### config.mk
export PLATFORM = sky130hd
export DESIGN_NAME = uart_tx_queue
export DESIGN_NICKNAME = d
export VERILOG_FILES = /design/src/rtl/bf_uart_pkg.sv /design/src/rtl/sync_fifo.sv /design/src/rtl/uart_tx_queue.sv
export SDC_FILE = /design/constraint.sdc
export NUM_CORES = 1
export LEC_CHECK = 0
export ABC_AREA = 1
export CORE_MARGIN = 2
export CORE_UTILIZATION = 46
export DETAILED_ROUTE_END_ITERATION = 7
export MAX_ROUTING_LAYER = met4
export PLACE_DENSITY = 0.71
export SLEW_MARGIN = 5
export SYNTH_ARGS = -nofsm -noshare
export SYNTH_HDL_FRONTEND = slang
export SYNTH_SLANG_ARGS = --single-unit
export TNS_END_PERCENT = 5
### constraint.sdc
create_clock -name CLK -period 2 [get_ports CLK]
set_input_delay 0.4 -clock CLK [delete_from_list [all_inputs] [get_ports CLK]]
set_output_delay 0.4 -clock CLK [all_outputs]
set_load 0.005 [all_outputs]
### src/rtl/bf_uart_pkg.sv
// bf_uart_pkg: constants and types shared by the UART transmit queue.
//   UART_W     : width of one UART byte
//   tx_state_e : transmit FSM state encodings (IDLE, SEND, GUARD)
package bf_uart_pkg;

    localparam int UART_W = 8;

    typedef enum logic [1:0] {
        IDLE  = 2'd0,
        SEND  = 2'd1,
        GUARD = 2'd2
    } tx_state_e;

endpackage

### src/rtl/sync_fifo.sv
// sync_fifo: circular-buffer byte queue with DEPTH_LOG2+1 bit pointers.
// Optional feature macro: UART_TXQ_LEVEL_EN adds the 'level' output.
// Ports:
//   CLK, RESET : clock, synchronous active-low reset (pointers only)
//   push, din  : write request and data; ignored while full
//   pop, dout  : read request and head-of-queue data; ignored while empty
//   full,empty : combinational from the registered pointers
//   level      : (UART_TXQ_LEVEL_EN) wptr - rptr
module sync_fifo #(
    parameter int WIDTH      = 8,
    parameter int DEPTH_LOG2 = 4
) (
    input  logic             CLK,
    input  logic             RESET,
    input  logic             push,
    input  logic             pop,
    input  logic [WIDTH-1:0] din,
    output logic [WIDTH-1:0] dout,
    output logic             full,
    output logic             empty
`ifdef UART_TXQ_LEVEL_EN
    ,
    output logic [DEPTH_LOG2:0] level
`endif
);

    localparam int DEPTH = 1 << DEPTH_LOG2;
    localparam logic [DEPTH_LOG2:0] PTR_ONE = 1;

    logic [WIDTH-1:0]    mem [DEPTH];
    logic [DEPTH_LOG2:0] wptr, rptr;
    logic                do_push, do_pop;

    // The extra pointer MSB distinguishes full from empty when the
    // index bits match.
    assign empty = (wptr == rptr);
    assign full  = (wptr[DEPTH_LOG2-1:0] == rptr[DEPTH_LOG2-1:0]) &&
                   (wptr[DEPTH_LOG2] != rptr[DEPTH_LOG2]);

    // full comes from registered pointers, so a same-cycle pop never
    // frees a slot for the write.
    assign do_push = push && !full;
    assign do_pop  = pop && !empty;

    assign dout = mem[rptr[DEPTH_LOG2-1:0]];

`ifdef UART_TXQ_LEVEL_EN
    assign level = wptr - rptr;
`endif

    always_ff @(posedge CLK) begin
        if (!RESET) begin
            wptr <= '0;
            rptr <= '0;
        end else begin
            if (do_push) wptr <= wptr + PTR_ONE;
            if (do_pop)  rptr <= rptr + PTR_ONE;
        end
    end

    // Storage carries no reset; stale contents are unreachable once the
    // pointers are cleared.
    always_ff @(posedge CLK) begin
        if (RESET && do_push) mem[wptr[DEPTH_LOG2-1:0]] <= din;
    end

endmodule

### src/rtl/uart_tx_queue.sv
// uart_tx_queue: buffers CPU output bytes and feeds them one at a time to
// a UART transmitter, with a guard cycle between strobes.
// Optional feature macro: UART_TXQ_LEVEL_EN adds the LEVEL output.
// Ports:
//   CLK, RESET      : clock, synchronous active-low reset
//   IN, WR          : CPU byte and write strobe
//   FULL, EMPTY     : queue status
//   OVF             : sticky, set by a write while FULL; cleared by reset
//   UART_DATA       : byte presented to the UART, held until next send
//   UART_WR         : one-cycle transmit strobe
//   UART_RDY        : UART idle, may accept a byte
//   LEVEL           : (UART_TXQ_LEVEL_EN) number of queued bytes
module uart_tx_queue
    import bf_uart_pkg::*;
#(
    parameter int DEPTH_LOG2 = 4
) (
    input  logic              CLK,
    input  logic              RESET,
    input  logic [UART_W-1:0] IN,
    input  logic              WR,
    output logic              FULL,
    output logic              EMPTY,
    output logic              OVF,
    output logic [UART_W-1:0] UART_DATA,
    output logic              UART_WR,
    input  logic              UART_RDY
`ifdef UART_TXQ_LEVEL_EN
    ,
    output logic [DEPTH_LOG2:0] LEVEL
`endif
);

    if (DEPTH_LOG2 < 1 || DEPTH_LOG2 > 8) begin : g_bad_depth
        $error("uart_tx_queue: DEPTH_LOG2 must be in 1..8");
    end

    tx_state_e         state;
    logic [UART_W-1:0] head;
    logic              pop;

    // Pop exactly on the edge that takes IDLE into SEND.
    assign pop = (state == IDLE) && !EMPTY && UART_RDY;

    sync_fifo #(
        .WIDTH      (UART_W),
        .DEPTH_LOG2 (DEPTH_LOG2)
    ) u_fifo (
        .CLK   (CLK),
        .RESET (RESET),
        .push  (WR),
        .pop   (pop),
        .din   (IN),
        .dout  (head),
        .full  (FULL),
        .empty (EMPTY)
`ifdef UART_TXQ_LEVEL_EN
        ,
        .level (LEVEL)
`endif
    );

    // SEND -> GUARD -> IDLE spaces strobes at least three cycles apart and
    // gives the UART time to drop UART_RDY before it is looked at again.
    always_ff @(posedge CLK) begin
        if (!RESET) begin
            state     <= IDLE;
            UART_WR   <= 1'b0;
            UART_DATA <= '0;
            OVF       <= 1'b0;
        end else begin
            if (WR && FULL) OVF <= 1'b1;
            case (state)
                IDLE: begin
                    if (pop) begin
                        UART_DATA <= head;
                        UART_WR   <= 1'b1;
                        state     <= SEND;
                    end
                end
                SEND: begin
                    UART_WR <= 1'b0;
                    state   <= GUARD;
                end
                GUARD: begin
                    state <= IDLE;
                end
                default: begin
                    UART_WR <= 1'b0;
                    state   <= IDLE;
                end
            endcase
        end
    end

endmodule

==> flow_summary_export.csv, run 1 <==
group,metric,value,unit
pwr,powerDensity,996,nW/µm²
critical_path,critPathMaxFanout,3,
global_routing,use_met2,35.6,%
clock_network,clk_path_buf_depth,2,
critical_path,reg2regPathDepth,11,
min_path,hold_start,"state[1]$_SDFFE_PN0P_",
die,die_area,15100,µm²
place,gp_congestion,0.904,
layout,fin_nets,742,
yosys,synthTopCellsByCount,"148 x nand2_1, 128 x edfxtp_1, 100 x nor2_1",
sta,setup_viol,0,
sta,relSlewSlack,59.0,%
routing,route.detailed.drc,0,
place,placed_area,7170,µm²
place,port_buffers,23,
sta,worst_pin_slew,0.615,ns
clock_network,cts_tree,"yes",
clock_network,clock_latency,0.43,ns
yosys,postSynthCellCount,659,
yosys,synth_top_flop_cell,"edfxtp_1",
clock_network,htreeDepth,4,
die,row_count,43,
yosys,ys_seq_area_share,66.0,%
pwr,ir_drop,0.000643,V
die,boundaryPins,24,
min_path,hold_path_depth,1,
pwr,cellLeakagePower,3.28,nW
critical_path,reg2reg_slack,0.08,ns
sta,fin_tns_setup,0,ns
yosys,async_flop_share,0,%
routing,first_pass_iters,6,
yosys,netlist.area_leader.share,59.2,%
global_routing,grt_max_degree,66,
global_routing,antenna_found_initial,0,
sta,period_needed,1.94,ns
global_routing,grt_pass1_wl,23900,µm
clock_network,root_buffer,"clkbuf_16",
die,die_y,123,µm
global_routing,grt_pass1_vias,4712,
die,initial_utilization,47.0,%
flow_run,maxCapViolCount,0,
yosys,ys_ff_latch,150,
sta,period_share,96.8,%
sta,hold_viol,0,
sta,maxSlewViolCount,0,
global_routing,grt_use_total,22.4,%
yosys,yosys.area.top_type,"edfxtp_1",
die,dieWidth,123,µm
routing,via_count,4751,
layout,diodes,0,
sta,whs,0.428,ns
layout,fin_area,7850,µm²
place,hpwl,9610,µm
sta,fmax,517,MHz
yosys,postSynthAreaPerCell,9.86,µm²
global_routing,gr-usage-met1,27.2,%
yosys,yosysMostFrequentCell,"nand2_1",
routing,post_drt_wl_per_cell,16.3,µm
routing,avgViaCountPerCell,5.18,
yosys,yosysWarnings,0,
yosys,syn-num-nets,676,
clock_network,cts.sinks,150,
clock_network,numCtsBuffers,17,
global_routing,gr-max-usage-layer,"met2",
yosys,netlist_area,6490,µm²
layout,drive_gt1_share,14.1,%
critical_path,critPathArrivalTime,1.54,ns
yosys,yosys-top-cells-area,"edfxtp_1 59%, nand2_1 8.6%, dfxtp_1 6.8%, nor2_1 5.8%, inv_1 5.2%",
die,core,13800,µm²
sta,grt_setup_unrepaired,"yes",
global_routing,grtUsageMet3,4.97,%
critical_path,r2r-start,"u_fifo.wptr[2]$_SDFFE_PN0P_",
critical_path,required,1.60,ns
critical_path,start_kind,"flop",
critical_path,crit_type,"reg2out",
routing,first_iter_violations,449,
sta,finClkSkew,0.00838,ns
min_path,hp-class,"reg2reg",
critical_path,regToRegEndpoint,"u_fifo.mem[7][2]$_DFFE_PP_",
clock_network,clkTransAtPathRegs,0.06,ns
min_path,hold_end,"state[1]$_SDFFE_PN0P_",
routing,ant_nets,0,
yosys,synth_edf_count,128,
yosys,ys_types,26,
routing,totalWireLength,15000,µm
run_status,outcome,"finished, final reports clean",
global_routing,grt-ovfl-total,0,
layout,syn_to_final_growth,20.8,%
critical_path,cp-end-kind,"primary output",
## report_power, final
| part | internal (mW) | total (mW) | leakage, nW | switching [mW] |
|---|---|---|---|---|
| combinational | 0.378 | 1.06 | 1.65 | 0.680 |
| clock | 2.06 | 3.26 | 0.290 | 1.20 |
| sequential | 3.46 | 3.49 | 1.34 | 0.0357 |
## worst max path at each step
stage          slack, ns                          to                         from  cells past startpoint
3_5_place_dp       -0.17  u_fifo.mem[8][0]$_DFFE_PP_                        RESET                      6
6_report            0.06                       EMPTY  u_fifo.wptr[4]$_SDFFE_PN0P_                      5
2_1_floorplan       0.05  u_fifo.mem[0][0]$_DFFE_PP_  u_fifo.rptr[1]$_SDFFE_PN0P_                     10
5_1_grt            -0.07  u_fifo.mem[2][5]$_DFFE_PP_  u_fifo.wptr[2]$_SDFFE_PN0P_                     11
3_3_place_gp       -0.11  u_fifo.mem[0][4]$_DFFE_PP_                        RESET                      6
4_1_cts            -0.03  u_fifo.mem[8][4]$_DFFE_PP_  u_fifo.wptr[2]$_SDFFE_PN0P_                     11
## timing repair
action | CTS | global route
hold buffers | 0 | 0
setup endpoints to repair | 2 | 130
gates resized for setup | 13 | 10
pin swaps | 4 | 2
buffers inserted | 3 | 0
## layout make-up
cell class,count,area (µm²)
flip-flops and latches,150,4300
well taps,180,225
fillers,1124,5980
clock inverters,12,159
repair buffers,74,607
clock buffers,20,437
multi-input cells,386,1760
inverters,96,360
## sequential cells by signal, indices dropped and copies added, names as in the netlist
signal,cells
u_fifo.mem,128
state,2
u_fifo.rptr,5
UART_WR,1
UART_DATA,8
OVF,1
u_fifo.wptr,5
## kinds of logic (layout without fill, tap and decap cells)
group | Yosys count | count (layout) | share of synthesized area [%]
flip-flops | 150 | 150 | 66.0
buffers and inverters | 123 | 202 | 7.69
AND/OR/NAND/NOR | 322 | 322 | 20.4
adder cells (fa/ha/maj) | 5 | 5 | 0.963
XOR/XNOR | 7 | 7 | 0.944
AO/OA/AOI/OAI | 52 | 52 | 4.06
## worst max-delay path, cell delays in order (launching register included)
cell,delay (ns)
dfxtp_1,0.41
xor2_2,0.23
inv_1,0.10
nand3_4,0.08
inv_1,0.03
dlygate4sd2_1,0.25
## cell usage in the layout (no fill, tap or decap), drive strengths merged, types with 9 or more instances in the layout
cell           Yosys  layout
edfxtp           128     128
o21ai             36      36
a21oi             16      16
dfxtp             22      22
clkinv             2       9
clkdlybuf4s50      0      21
buf               16      51
nand2            150     150
nand3             68      68
inv               94      94
clkbuf            11      21
nor2             102     102
## per-layer routing
layer / routed length [µm] / part of all wire (%)
met5: 0 / 0
met4: 371 / 2.5
met3: 1080 / 7.2
met2: 7320 / 49
met1: 6220 / 42
## per-stage QoR
step	util, %	total power, mW	worst slack [ns]	instances
floorplan	-	4.19	0.0460	659
global placement	51.9	4.56	-0.108	883
detailed placement	51.9	4.59	-0.172	883
CTS	56.6	7.84	-0.0327	918
global route	56.8	8.11	-0.0713	918
finish	56.8	7.81	0.0646	918
(Power assumes the default switching activity.)
==> run 2: changes to the inputs <==
--- a/config.mk
+++ b/config.mk
@@ -11,6 +11,7 @@
 export DETAILED_ROUTE_END_ITERATION = 7
 export MAX_ROUTING_LAYER = met4
 export PLACE_DENSITY = 0.71
+export SETUP_SLACK_MARGIN = 0.5
 export SLEW_MARGIN = 5
 export SYNTH_ARGS = -nofsm -noshare
 export SYNTH_HDL_FRONTEND = slang
==> flow_summary_export.csv, run 2 (synthesis gave the netlist of run 1 again) <==
group,metric,value,unit
sta,grt_setup_unrepaired,"yes",
global_routing,grt_pass1_wl,23900,µm
routing,first_pass_iters,5,
sta,setup_viol,0,
clock_network,clk_path_buf_depth,2,
layout,stdcell_count,912,
sta,period_share,94.5,%
layout,largest_reg_flops,128,
sta,finClkSkew,0.00708,ns
routing,via_count,4769,
global_routing,grt_pass1_vias,4651,
clock_network,root_buffer,"clkbuf_16",
place,port_buffers,23,
clock_network,numCtsBuffers,17,
layout,n_fill_cell,1118,
global_routing,grt_max_degree,52,
critical_path,critPathArrivalTime,1.99,ns
routing,ant_nets,0,
clock_network,cts_tree,"yes",
die,boundaryPins,24,
global_routing,grt-ovfl-total,0,
pwr,cellLeakagePower,3.26,nW
min_path,hp-class,"reg2reg",
sta,fmax,529,MHz
run_status,outcome,"finished, final reports clean",
layout,fin_nets,736,
global_routing,grt_use_total,22.1,%
die,row_count,43,
die,core,13800,µm²
place,dp_cells,867,
routing,totalWireLength,15200,µm
critical_path,crit_type,"reg2reg",
place,placed_area,7250,µm²
routing,avgViaCountPerCell,5.23,
sta,whs,0.429,ns
pwr,powerDensity,967,nW/µm²
layout,drive_gt1_share,17.3,%
sta,period_needed,1.89,ns
layout,syn_to_final_growth,23.0,%
critical_path,cp-end-kind,"flop",
clock_network,clkTransAtPathRegs,0.06,ns
critical_path,start_kind,"flop",
routing,first_iter_violations,487,
die,initial_utilization,47.0,%
pwr,power,7.72,mW
global_routing,antenna_found_initial,0,
clock_network,cts.sinks,150,
die,die_area,15100,µm²
clock_network,clock_latency,0.42,ns
routing,post_drt_wl_per_cell,16.7,µm
sta,hold_viol,0,
layout,final_cell_mix,"137 x nand2_1, 128 x edfxtp_1, 87 x inv_1",
sta,worst_pin_slew,0.554,ns
pwr,ir_drop,0.000595,V
critical_path,reg2reg_slack,0.11,ns
sta,relSlewSlack,62.9,%
layout,final_common_cell,"nand2_1",
place,gp_congestion,1.05,
flow_run,maxCapViolCount,0,
layout,diodes,0,
critical_path,required,2.10,ns
sta,fin_tns_setup,0,ns
routing,route.detailed.drc,0,
critical_path,critPathMaxFanout,8,
die,dieWidth,123,µm
die,die_y,123,µm
sta,maxSlewViolCount,0,
clock_network,htreeDepth,4,
layout,fin_area,7990,µm²
place,hpwl,9910,µm
==> run 2: worst paths after layout <==
| path | startpoint | end | cells past startpoint |
|---|---|---|---|
| min reg2reg | state[1]$_SDFFE_PN0P_ | state[1]$_SDFFE_PN0P_ | 1 |
| max reg2reg | u_fifo.wptr[1]$_SDFFE_PN0P_ | u_fifo.mem[10][6]$_DFFE_PP_ | 11 |
| max | u_fifo.wptr[1]$_SDFFE_PN0P_ | u_fifo.mem[10][6]$_DFFE_PP_ | 11 |
| min | state[1]$_SDFFE_PN0P_ | state[1]$_SDFFE_PN0P_ | 1 |
==> run 2: metal layers <==
metal	share of wire (%)	GRT usage [%]	vias to the layer above
li1	-	-	2257
met1	41	28.0	2245
met2	49	35.0	232
met3	7.7	3.25	35
met4	2.6	10.7	0
met5	0	-	-
==> run 2: per-stage QoR <==
step / setup slack [ns] / utilization, %
global route: 0.0170 / 57.8
finish: 0.109 / 57.8
CTS: 0.106 / 57.7
global placement: 0.0407 / 52.5
detailed placement: 0.00538 / 52.5
floorplan: 0.330 / -
==> run 2: worst max-delay path: stages (launching register included) <==
cell and delay, ns:
dfxtp_2 0.35, buf_6 0.11, nand2_4 0.05, nand2_4 0.06, nor2_4 0.04, buf_6 0.11, nand3_4 0.06, buf_6 0.11
nand2_4 0.06, nor2_4 0.21, nand2_4 0.15, nor2_4 0.26
==> run 2: repair_timing <==
action,4_1_cts,5_1_grt
endpoints found under the setup margin,155,160
hold buffers,0,0
setup buffers,13,0
gates resized for setup,36,1
pin swaps,12,2
==> run 2: final cells by class <==
| class | count | area [µm²] | area share (%) |
|---|---|---|---|
| clock buffers | 21 | 440 | 5.51 |
| inverters | 96 | 365 | 4.57 |
| multi-input cells | 386 | 1930 | 24.2 |
| flip-flops and latches | 150 | 4300 | 53.9 |
| well taps | 180 | 225 | 2.82 |
| clock inverters | 11 | 133 | 1.66 |
| repair buffers | 68 | 586 | 7.33 |
==> run 2: report_power, final <==
group	leakage (nW)	total, mW	internal (mW)	switching, mW
clock	0.276	3.09	1.94	1.15
combinational	1.65	1.13	0.423	0.705
sequential	1.34	3.50	3.46	0.0427
total	3.26	7.72	5.82	1.90
==> run 3: changes to the inputs <==
--- a/config.mk
+++ b/config.mk
@@ -8,6 +8,7 @@
 export ABC_AREA = 1
 export CORE_MARGIN = 2
 export CORE_UTILIZATION = 46
+export CTS_CLUSTER_SIZE = 24
 export DETAILED_ROUTE_END_ITERATION = 7
 export MAX_ROUTING_LAYER = met4
 export PLACE_DENSITY = 0.71
==> results of run 3 <==
Same layout as run 2: the final DEF is identical, and so are final timing and power.
